==> config.mk <==
export PLATFORM = sky130hd
export DESIGN_NAME = video_frontend_conditioner_flat
export DESIGN_NICKNAME = d
export VERILOG_FILES = /design/src/rtl/video_frontend_conditioner_pkg.sv /design/src/rtl/video_frontend_conditioner_if.sv /design/src/rtl/video_frontend_conditioner_boxcar_avg4.sv /design/src/rtl/video_frontend_conditioner.sv /design/src/flat_wrapper.sv
export SDC_FILE = /design/constraint.sdc
export NUM_CORES = 1
export LEC_CHECK = 0
export BUFFER_PORTS_ARGS = -buffer_cell sky130_fd_sc_hd__buf_4
export CORE_MARGIN = 4
export CORE_UTILIZATION = 35
export DETAILED_ROUTE_END_ITERATION = 10
export GPL_ROUTABILITY_DRIVEN = 0
export MAX_ROUTING_LAYER = met4
export PLACE_DENSITY_LB_ADDON = 0.2
export SLEW_MARGIN = 5
export SYNTH_ARGS = -nofsm -noshare
export SYNTH_HDL_FRONTEND = slang
export SYNTH_SLANG_ARGS = --single-unit
==> constraint.sdc <==
create_clock -name clk -period 7.1 [get_ports clk]
set_clock_uncertainty 0.15 [all_clocks]
set_input_delay 1.42 -clock clk [delete_from_list [all_inputs] [get_ports clk]]
set_output_delay 1.42 -clock clk [all_outputs]
set_load 0.05 [all_outputs]
==> src/rtl/video_frontend_conditioner_pkg.sv <==
// Shared types and widths for the composite-video front-end conditioner.
package video_frontend_conditioner_pkg;

    localparam int ADC_W  = 12;
    localparam int LUMA_W = 8;

    typedef enum logic [1:0] {
        WAIT_SYNC,
        SKIP,
        ACCUM,
        UPDATE
    } lvl_state_t;

endpackage

==> src/rtl/video_frontend_conditioner_if.sv <==
// Sample-in / conditioned-stream-out bundle between the ADC capture and the conditioner.
interface video_frontend_conditioner_if
    import video_frontend_conditioner_pkg::*;
#(
    parameter int DATA_W = ADC_W
);

    logic              sample_valid;
    logic [DATA_W-1:0] adc_in;
    logic              h_sync_pulse;
    logic              filt_valid;
    logic [DATA_W-1:0] filt_data;
    logic              luma_valid;
    logic [LUMA_W-1:0] luma;
    logic [DATA_W-1:0] black_level;
    logic [DATA_W-1:0] sync_tip;
    logic              level_valid;
    logic              timeout;

    modport master (
        output sample_valid, adc_in, h_sync_pulse,
        input  filt_valid, filt_data, luma_valid, luma,
        input  black_level, sync_tip, level_valid, timeout
    );

    modport slave (
        input  sample_valid, adc_in, h_sync_pulse,
        output filt_valid, filt_data, luma_valid, luma,
        output black_level, sync_tip, level_valid, timeout
    );

endinterface

==> src/rtl/video_frontend_conditioner_boxcar_avg4.sv <==
// 4-tap boxcar average of the raw ADC stream; output is valid one clock after each strobe.
module boxcar_avg4
    import video_frontend_conditioner_pkg::*;
#(
    parameter int DATA_W = ADC_W
)(
    input  logic              clk,
    input  logic              rst_n,
    input  logic              sample_valid,
    input  logic [DATA_W-1:0] adc_in,
    output logic              filt_valid,
    output logic [DATA_W-1:0] filt_data
);

    localparam int SUM_W = DATA_W + 2;

    logic [3:0][DATA_W-1:0] taps_p1;
    logic                   vld_p1;
    logic [SUM_W-1:0]       sum_p1;

    // p0 -> p1: tap shift on each strobe
    always_ff @(posedge clk or negedge rst_n) begin
        if (!rst_n) begin
            taps_p1 <= '0;
            vld_p1  <= 1'b0;
        end else begin
            vld_p1 <= sample_valid;
            if (sample_valid)
                taps_p1 <= {taps_p1[2:0], adc_in};
        end
    end

    always_comb begin
        sum_p1 = '0;
        for (int i = 0; i < 4; i++)
            sum_p1 = sum_p1 + SUM_W'(taps_p1[i]);
    end

    assign filt_valid = vld_p1;
    assign filt_data  = DATA_W'(sum_p1 >> 2);

endmodule

==> src/rtl/video_frontend_conditioner.sv <==
// Composite front end: boxcar filter, per-line back-porch/sync-tip measurement,
// black-clamped 8-bit luma, and a missing-sync watchdog.
module video_frontend_conditioner
    import video_frontend_conditioner_pkg::*;
#(
    parameter int                DATA_W       = ADC_W,
    parameter int                BP_START     = 24,
    parameter int                BP_LEN_LOG2  = 4,
    parameter int                LINE_TIMEOUT = 4096,
    parameter logic [DATA_W-1:0] BLACK_INIT   = 'h200,
    parameter int                LUMA_SHIFT   = 2
)(
    input logic                          clk,
    input logic                          rst_n,
    video_frontend_conditioner_if.slave  bus
);

    localparam int WIN   = 2 ** BP_LEN_LOG2;
    localparam int ACC_W = DATA_W + BP_LEN_LOG2;
    localparam int CNT_W = $clog2((BP_START > WIN) ? BP_START : WIN);
    localparam int CTR_W = $clog2(LINE_TIMEOUT + 1);

    localparam logic [CNT_W-1:0]  SKIP_LAST = CNT_W'(BP_START - 1);
    localparam logic [CNT_W-1:0]  WIN_LAST  = CNT_W'(WIN - 1);
    localparam logic [CTR_W-1:0]  CTR_LAST  = CTR_W'(LINE_TIMEOUT - 1);
    localparam logic [CTR_W-1:0]  CTR_MAX   = CTR_W'(LINE_TIMEOUT);
    localparam logic [DATA_W-1:0] TIP_INIT  = '1;

    function automatic logic [LUMA_W-1:0] luma_sat(input logic signed [DATA_W:0] diff);
        logic signed [DATA_W:0] scaled;
        scaled = diff >>> LUMA_SHIFT;
        if (diff < 0)
            return '0;
        if (scaled > $signed((DATA_W+1)'(2 ** LUMA_W - 1)))
            return '1;
        return LUMA_W'(scaled);
    endfunction

    logic                   vld_p1;
    logic [DATA_W-1:0]      filt_p1;
    logic signed [DATA_W:0] diff_p1;
    logic                   vld_p2;
    logic [LUMA_W-1:0]      luma_p2;

    lvl_state_t        state, state_nxt;
    logic [CNT_W-1:0]  cnt, cnt_nxt;
    logic [ACC_W-1:0]  acc, acc_nxt;
    logic [DATA_W-1:0] black_level, black_nxt;
    logic              level_valid, lvl_vld_nxt;
    logic [DATA_W-1:0] sync_tip, tip_nxt;
    logic [DATA_W-1:0] line_min, min_nxt;
    logic [CTR_W-1:0]  line_ctr, ctr_nxt;
    logic              timeout, timeout_nxt;

    boxcar_avg4 #(.DATA_W(DATA_W)) u_boxcar (
        .clk          (clk),
        .rst_n        (rst_n),
        .sample_valid (bus.sample_valid),
        .adc_in       (bus.adc_in),
        .filt_valid   (vld_p1),
        .filt_data    (filt_p1)
    );

    assign diff_p1 = $signed({1'b0, filt_p1}) - $signed({1'b0, black_level});

    // p1 -> p2: black clamp and saturation
    always_ff @(posedge clk or negedge rst_n) begin
        if (!rst_n) begin
            vld_p2  <= 1'b0;
            luma_p2 <= '0;
        end else begin
            vld_p2 <= vld_p1;
            if (vld_p1)
                luma_p2 <= luma_sat(diff_p1);
        end
    end

    always_ff @(posedge clk or negedge rst_n) begin
        if (!rst_n) begin
            state       <= WAIT_SYNC;
            cnt         <= '0;
            acc         <= '0;
            black_level <= BLACK_INIT;
            level_valid <= 1'b0;
            sync_tip    <= TIP_INIT;
            line_min    <= TIP_INIT;
            line_ctr    <= '0;
            timeout     <= 1'b0;
        end else begin
            state       <= state_nxt;
            cnt         <= cnt_nxt;
            acc         <= acc_nxt;
            black_level <= black_nxt;
            level_valid <= lvl_vld_nxt;
            sync_tip    <= tip_nxt;
            line_min    <= min_nxt;
            line_ctr    <= ctr_nxt;
            timeout     <= timeout_nxt;
        end
    end

    // UPDATE always commits, then a coincident sync pulse opens the new line, and
    // only then is a coincident filtered sample accounted to that new line.
    always_comb begin
        state_nxt   = state;
        cnt_nxt     = cnt;
        acc_nxt     = acc;
        black_nxt   = black_level;
        lvl_vld_nxt = level_valid;
        tip_nxt     = sync_tip;
        min_nxt     = line_min;
        ctr_nxt     = line_ctr;
        timeout_nxt = timeout;

        if (state == UPDATE) begin
            black_nxt   = DATA_W'(acc >> BP_LEN_LOG2);
            lvl_vld_nxt = 1'b1;
            state_nxt   = WAIT_SYNC;
        end

        if (bus.h_sync_pulse) begin
            tip_nxt     = line_min;
            min_nxt     = TIP_INIT;
            ctr_nxt     = '0;
            timeout_nxt = 1'b0;
            state_nxt   = SKIP;
            cnt_nxt     = '0;
            acc_nxt     = '0;
        end

        if (vld_p1) begin
            if (filt_p1 < min_nxt)
                min_nxt = filt_p1;

            case (state_nxt)
                SKIP: begin
                    if (cnt_nxt == SKIP_LAST) begin
                        state_nxt = ACCUM;
                        cnt_nxt   = '0;
                        acc_nxt   = '0;
                    end else begin
                        cnt_nxt = cnt_nxt + CNT_W'(1);
                    end
                end
                ACCUM: begin
                    acc_nxt = acc_nxt + ACC_W'(filt_p1);
                    if (cnt_nxt == WIN_LAST)
                        state_nxt = UPDATE;
                    else
                        cnt_nxt = cnt_nxt + CNT_W'(1);
                end
                default: ;
            endcase

            // Watchdog fires once on reaching the limit; the counter then saturates.
            if (ctr_nxt == CTR_LAST) begin
                timeout_nxt = 1'b1;
                lvl_vld_nxt = 1'b0;
                state_nxt   = WAIT_SYNC;
                cnt_nxt     = '0;
                acc_nxt     = '0;
            end
            if (ctr_nxt != CTR_MAX)
                ctr_nxt = ctr_nxt + CTR_W'(1);
        end
    end

    assign bus.filt_valid  = vld_p1;
    assign bus.filt_data   = filt_p1;
    assign bus.luma_valid  = vld_p2;
    assign bus.luma        = luma_p2;
    assign bus.black_level = black_level;
    assign bus.sync_tip    = sync_tip;
    assign bus.level_valid = level_valid;
    assign bus.timeout     = timeout;

endmodule

==> src/flat_wrapper.sv <==
// flat-port wrapper written by rule: the top's interface ports become plain ports
module video_frontend_conditioner_flat import video_frontend_conditioner_pkg::*;
#(
    parameter int                DATA_W       = ADC_W,
    parameter int                BP_START     = 24,
    parameter int                BP_LEN_LOG2  = 4,
    parameter int                LINE_TIMEOUT = 4096,
    parameter logic [DATA_W-1:0] BLACK_INIT   = 'h200,
    parameter int                LUMA_SHIFT   = 2
)
  (clk, rst_n, bus_sample_valid, bus_adc_in, bus_h_sync_pulse, bus_filt_valid, bus_filt_data, bus_luma_valid, bus_luma, bus_black_level, bus_sync_tip, bus_level_valid, bus_timeout);
  video_frontend_conditioner_if #(.DATA_W(DATA_W)) bus_i ();
  input logic clk;
  input logic rst_n;
  input wire logic [$bits(bus_i.sample_valid)-1:0] bus_sample_valid;
  input wire logic [$bits(bus_i.adc_in)-1:0] bus_adc_in;
  input wire logic [$bits(bus_i.h_sync_pulse)-1:0] bus_h_sync_pulse;
  output wire logic [$bits(bus_i.filt_valid)-1:0] bus_filt_valid;
  output wire logic [$bits(bus_i.filt_data)-1:0] bus_filt_data;
  output wire logic [$bits(bus_i.luma_valid)-1:0] bus_luma_valid;
  output wire logic [$bits(bus_i.luma)-1:0] bus_luma;
  output wire logic [$bits(bus_i.black_level)-1:0] bus_black_level;
  output wire logic [$bits(bus_i.sync_tip)-1:0] bus_sync_tip;
  output wire logic [$bits(bus_i.level_valid)-1:0] bus_level_valid;
  output wire logic [$bits(bus_i.timeout)-1:0] bus_timeout;
  assign bus_i.sample_valid = bus_sample_valid;
  assign bus_i.adc_in = bus_adc_in;
  assign bus_i.h_sync_pulse = bus_h_sync_pulse;
  assign bus_filt_valid = bus_i.filt_valid;
  assign bus_filt_data = bus_i.filt_data;
  assign bus_luma_valid = bus_i.luma_valid;
  assign bus_luma = bus_i.luma;
  assign bus_black_level = bus_i.black_level;
  assign bus_sync_tip = bus_i.sync_tip;
  assign bus_level_valid = bus_i.level_valid;
  assign bus_timeout = bus_i.timeout;
  video_frontend_conditioner #(.DATA_W(DATA_W), .BP_START(BP_START), .BP_LEN_LOG2(BP_LEN_LOG2), .LINE_TIMEOUT(LINE_TIMEOUT), .BLACK_INIT(BLACK_INIT), .LUMA_SHIFT(LUMA_SHIFT)) u_core (.clk(clk), .rst_n(rst_n), .bus(bus_i));
endmodule
# Word level (Yosys, flattened, before mapping)
# Index checks and enable logic that the tools add are counted.
op_classes:
  reduce_logical: 0
  n_div: 0
  shifts: 0
  muxes: 39
  n_eq_ne: 7
  n_addsub: 7
  n_lt_le_gt_ge: 3
  bitwise_logic: 0
  n_mul: 0
op_table:
  columns: ["op", "n"]
  rows:
  - ["16-bit 2-to-1 mux", 4]
  - ["13-bit 2-to-1 mux", 3]
  - ["12-bit 2-to-1 mux", 3]
  - ["8-bit 2-to-1 mux", 4]
  - ["16-bit one-hot mux with 2 select lines", 1]
  - ["5-bit 2-to-1 mux", 5]
  - ["16-bit by 12-bit adder with 16-bit output", 1]
  - ["13-bit by 12-bit adder with 14-bit output", 1]
  - ["14-bit by 12-bit adder with 14-bit output", 1]
  - ["12-bit by 12-bit adder with 13-bit output", 1]
  - ["13-bit by 1-bit adder with 13-bit output, second input constant", 1]
  - ["13-bit by 12-bit == test with 1-bit output, second input constant", 1]
  - ["13-bit by 1-bit < comparator with 1-bit output, second input constant", 1]
  - ["13-bit inequality test, second input constant", 1]
  - ["12-bit by 12-bit subtractor with 13-bit output", 1]
  - ["12-bit < comparator", 1]
  - ["2-bit 2-to-1 mux", 6]
  - ["11-bit by 9-bit greater-than comparator with 1-bit output, second input constant", 1]
  - ["1-bit 2-to-1 mux", 11]
  - ["5-bit one-hot mux with 2 select lines", 1]
  - ["5-bit by 1-bit adder with 5-bit output, second input constant", 1]
  - ["5-bit by 4-bit == test with 1-bit output, second input constant", 1]
  - ["5-bit == test, second input constant", 1]
  - ["2-bit == test, second input constant", 2]
  - ["2 further kinds", 2]
totals:
  mem_count: 0
  inputBits: 16
  elab_cells: 72
  out_inout_bits: 48
  ff_bits: 132
  latch_bits: 0
  ramBits: 0
  rom_bits: 0

# Depth between registers and ports, before layout
depth:
  word_depth: 11
  mapped_depth: 21
  mapped_depth_nobuf: 20

# Modules after synthesis
# A second synthesis with hierarchy kept.
unflattened:
  hier_cells: 785
  hier_area_um2: 8282.9
modules_own_cells:
  columns: ["module", "seq_area_each_um2", "cells_per_inst", "area_each_um2", "instances"]
  rows:
  - ["video_frontend_conditioner", 2108.3, 505, 5103.6, 1]
  - ["boxcar_avg4", 1226.2, 280, 3179.3, 1]

# Worst setup path after synthesis
# Ideal clock, no wire load.
synth_timing:
  path_kind: "reg2reg"
  start: "register u_core.u_boxcar.taps_p1[2] in the netlist's numbering"
  end: "register u_core.luma_p2[0], in the netlist u_core.bus.luma[0]"
  arrival_ns: 5.581
  t_required_ns: 6.854
  setup_slack_ns: 1.273
  setup_time_ns: 0.096
  path_stages_with_launch: 22
  n_path_buf: 1
  synth_period_minus_slack_ns: 5.827
  cell_sequence: "dfrtp_1 inv_1 fa_1 fa_1 inv_1 ha_1 nor4bb_1 o221a_2 nand2_1 o21ai_0 xor2_1 ha_1 or2_2 a21oi_1 a21oi_1 inv_1 maj3_1 o2111ai_1 a21boi_1 or3_1 buf_6 a311oi_2"
synth_between:
  elab_chain_len: 10
  elab_cells_between_ends: 14
  cone_classes: "add/sub (4); order compare (2); mux (8)"
synth_rtl:
  columns: ["item", "line_no", "source"]
  rows:
  - ["from (decl)", "video_frontend_conditioner_boxcar_avg4.sv:17", "logic [3:0][DATA_W-1:0] taps_p1;"]
  - ["from (signal assigned)", "video_frontend_conditioner_boxcar_avg4.sv:29", "taps_p1 <= {taps_p1[2:0], adc_in};"]
  - ["12-bit by 12-bit adder with 13-bit output (*)", "video_frontend_conditioner_boxcar_avg4.sv:36", "sum_p1 = sum_p1 + SUM_W'(taps_p1[i]);"]
  - ["13-bit by 12-bit adder with 14-bit output (*)", "video_frontend_conditioner_boxcar_avg4.sv:36", null]
  - ["14-bit by 12-bit adder with 14-bit output (*)", "video_frontend_conditioner_boxcar_avg4.sv:36", null]
  - ["named net bus_filt_data[6]", "flat_wrapper.sv:19", "output wire logic [$bits(bus_i.filt_data)-1:0] bus_filt_data;"]
  - ["12-bit by 12-bit subtractor with 13-bit output (*)", "video_frontend_conditioner.sv:64", "assign diff_p1 = $signed({1'b0, filt_p1}) - $signed({1'b0, black_level});"]
  - ["11-bit by 9-bit greater-than comparator with 1-bit output", "video_frontend_conditioner.sv:34", "if (scaled > $signed((DATA_W+1)'(2 ** LUMA_W - 1)))"]
  - ["1-bit 2-to-1 mux (2 in series)", "video_frontend_conditioner.sv:34", null]
  - ["1-bit 2-to-1 mux", "video_frontend_conditioner.sv:73", "if (vld_p1)"]
  - ["8-bit 2-to-1 mux", "video_frontend_conditioner.sv:36", "return LUMA_W'(scaled);"]
  - ["8-bit 2-to-1 mux (*)", "video_frontend_conditioner.sv:34", null]
  - ["to (signal assigned)", "video_frontend_conditioner.sv:74", "luma_p2 <= luma_sat(diff_p1);"]
  - ["to (decl)", "video_frontend_conditioner.sv:43", "logic [LUMA_W-1:0] luma_p2;"]
# The timed path passes the listed nets; every way through them passes the cells marked *. The select of a mux whose other input is x is not followed.
# A chain may end at the register's enable or synchronous reset.

# Worst setup path after layout
layout_timing:
  start: "register u_core.u_boxcar.taps_p1[14] in the netlist's numbering"
  end: "output bus_filt_data[10]"
layout_between:
  elab_chain_len: 3
layout_rtl:
  columns: ["item", "line_no"]
  rows:
  - ["12-bit by 12-bit adder with 13-bit output", "video_frontend_conditioner_boxcar_avg4.sv:36"]
  - ["13-bit by 12-bit adder with 14-bit output", "video_frontend_conditioner_boxcar_avg4.sv:36"]
  - ["14-bit by 12-bit adder with 14-bit output", "video_frontend_conditioner_boxcar_avg4.sv:36"]
  - ["to (decl)", "flat_wrapper.sv:19"]
# Every way passes these cells.

==> impl_metrics.ini <==
[status]
status = finished, final reports clean

[yosys]
ys_top_cells_by_area = dfrtp_1 (33%), dfstp_2 (8.1%), ha_1 (7.7%)
synth_edf_count = 0
synth_flop_cell = dfrtp_1
synth_top_area_cell = dfrtp_1
synth-async-reset-ratio = 1.00
synthesis.instances = 837
ys_warn_count = 0
avgSynthCellArea_um2 = 9.68
ys_ff_latch = 132
yosysMostFrequentCell = inv_1
synth_common_cells = inv_1 (110), dfrtp_1 (107), nand2_1 (100)
synth_cell_types = 72
ys_seq_area_frac = 0.411
synth.net_count = 928
syn-cell-area_mm2 = 0.00810
yosysTopAreaCellShare = 0.330

[die]
fp.coreArea_mm2 = 0.0227
rows = 55
pin_count = 64
die_area_mm2 = 0.0257
dieHeight_um = 160
die_x_um = 160
start_util = 0.357

[timing]
finalCriticalPeriod_ns = 5.92
worstMarginPinSlew_ns = 0.980
fmax_mhz = 169
hold_slack_ns = 0.325
setup_ws_ns = 1.18
setup_violations = 0
relSlewSlack = 0.345
slew_viol_final = 0
post-route-period-util = 0.834
final_hold_viol_count = 0
fin_setup_tns_ns = 0
rsz0062_at_grt = no

[worst_hold_path]
min_path_cells = 2
hp-class = register to register
hold_path_end = u_core.u_boxcar.taps_p1[30]
min-delay-start = u_core.u_boxcar.taps_p1[18]

[global_route]
grt_max_degree = 89
antenna_found_initial = 0
grt_pass1_wl_mm = 30.3
grt_pass1_vias = 5653
grt_usage = 0.151
grt.overflow.total = 0

[placed_design]
hpwl_mm = 13.2
dp_cells = 1162
portBuffers = 63
post-place-ws_ns = 1.21

[routing]
drc = 0
drtPass1Iterations = 4
vias = 5817
wl_mm = 18.3
ant_nets = 0
drt_iter0_markers = 286
detail_route.wl_per_cell_um = 15.4
vias_per_cell = 4.88

[finish]
diodes = 0
multi_input_area_mm2 = 0.00423
nNetsFinal = 987
fillers = 2234
drive_gt1_frac = 0.204
seq_area_mm2 = 0.00333
syn_to_final_growth_pct = 16.7
stdcell_count = 1193

[cts]
clk_pin_slew_ns = 0.06
cts_tree = done
cts_htree_levels = 4
cts_setup_buffers = 0
holdBufCountCts = 0
clock_latency_ns = 0.43
clock-root-buffer = clkbuf_16
clkSinkCount = 132
cts_buffers = 17
cts_resized = 0
clockBufferDepth = 2

[critical_path]
cp_data_required_time_ns = 5.53
arrival_ns = 4.35
worst-r2r-cell-count = 20
crit_chain = inv_1 -> fa_1 -> fa_1 -> inv_1 -> ha_1 -> nor4bb_1 -> o221a_2 -> a41oi_1 -> nor3_1 -> o21a_1 -> nor2_1 -> xnor2_1 -> buf_4
r2r-start = u_core.u_boxcar.taps_p1[14]
r2r_end = u_core.bus.luma[4]
slowest_delay_ns = 0.51
slowest_stage = fa_1
rrSetupSlack_ns = 1.26
worstPathMaxFanout = 5
start_kind = register
endpoint_kind = output pin
path_class = register to output pin

[run]
max_cap_viol_count = 0
==> stage by stage <==
stage	util	cell area, um2
floorplan	-	8100
global placement	0.389	8840
detailed placement	0.389	8840
CTS	0.416	9460
global route	0.416	9460
finish	0.416	9460
==> registers in the layout, indices dropped and copies added, names as in the netlist, 2 cells and up <==
name	flops
u_core.u_boxcar.taps_p1	48
u_core.bus.luma	8
u_core.state	2
u_core.acc	16
u_core.line_min	12
u_core.cnt	5
u_core.line_ctr	13
u_core.bus.sync_tip	12
u_core.bus.black_level	12
==> cell type report <==
cell class / count / share of cell area
multi-input cells: 568 / 0.447
flip-flops and latches: 132 / 0.353
repair buffers: 67 / 0.0536
clock buffers: 19 / 0.0458
inverters: 110 / 0.0437
well taps: 285 / 0.0377
clock inverters: 12 / 0.0193
==> per-layer routing <==
metal | GRT usage | share of wire
met5 | - | 0
met4 | 0.0422 | 0.011
met3 | 0.0297 | 0.027
met2 | 0.227 | 0.45
met1 | 0.210 | 0.51
==> kinds of logic after synthesis <==
group / share of synthesized area
AO/OA/AOI/OAI: 0.146
multiplexers: 0.0630
adder cells (fa/ha/maj): 0.140
XOR/XNOR: 0.0357
AND/OR/NAND/NOR: 0.137
flip-flops: 0.411
buffers and inverters: 0.0667
==> layout by cell type, fill, tap and decap left out, drive strengths merged, types with 7 or more instances in the layout <==
cell type / Yosys / routed
inv: 110 / 110
dfrtp: 107 / 107
nand2: 100 / 100
o21ai: 74 / 74
buf: 7 / 67
ha: 50 / 50
nor2: 42 / 42
mux2: 40 / 40
a21oi: 35 / 35
nor2b: 25 / 25
fa: 25 / 25
dfstp: 25 / 25
xnor2: 19 / 19
clkbuf: 20 / 19
xor2: 14 / 14
nor3: 10 / 10
nand3: 10 / 10
a311oi: 9 / 9
or3: 8 / 8
or2: 8 / 8
o21a: 7 / 7
==> how the worst max path moves through the flow <==
stage,end,slack [ns],from
after floorplan,u_core.bus.luma[0],1.27,u_core.u_boxcar.taps_p1[2]
after global placement,u_core.bus.luma[6],1.36,u_core.u_boxcar.taps_p1[2]
after detailed placement,u_core.bus.luma[6],1.21,u_core.u_boxcar.taps_p1[2]
after CTS,bus_filt_data[10],1.09,u_core.u_boxcar.taps_p1[14]
after global routing,u_core.bus.luma[3],0.78,u_core.u_boxcar.taps_p1[2]
final,bus_filt_data[10],1.18,u_core.u_boxcar.taps_p1[14]
==> worst max-delay path, delay by kind of cell, from the launching register on <==
kind	cells	cell delay, ns
XOR/XNOR	1	0.50
AO/OA/AOI/OAI	3	0.64
AND/OR/NAND/NOR	3	0.71
flip-flops	1	0.38
buffers and inverters	3	0.47
adder cells (fa/ha/maj)	3	1.22
Power is not shown: default switching activity piles up to over one toggle a cycle in this logic, so the estimate is an artifact.
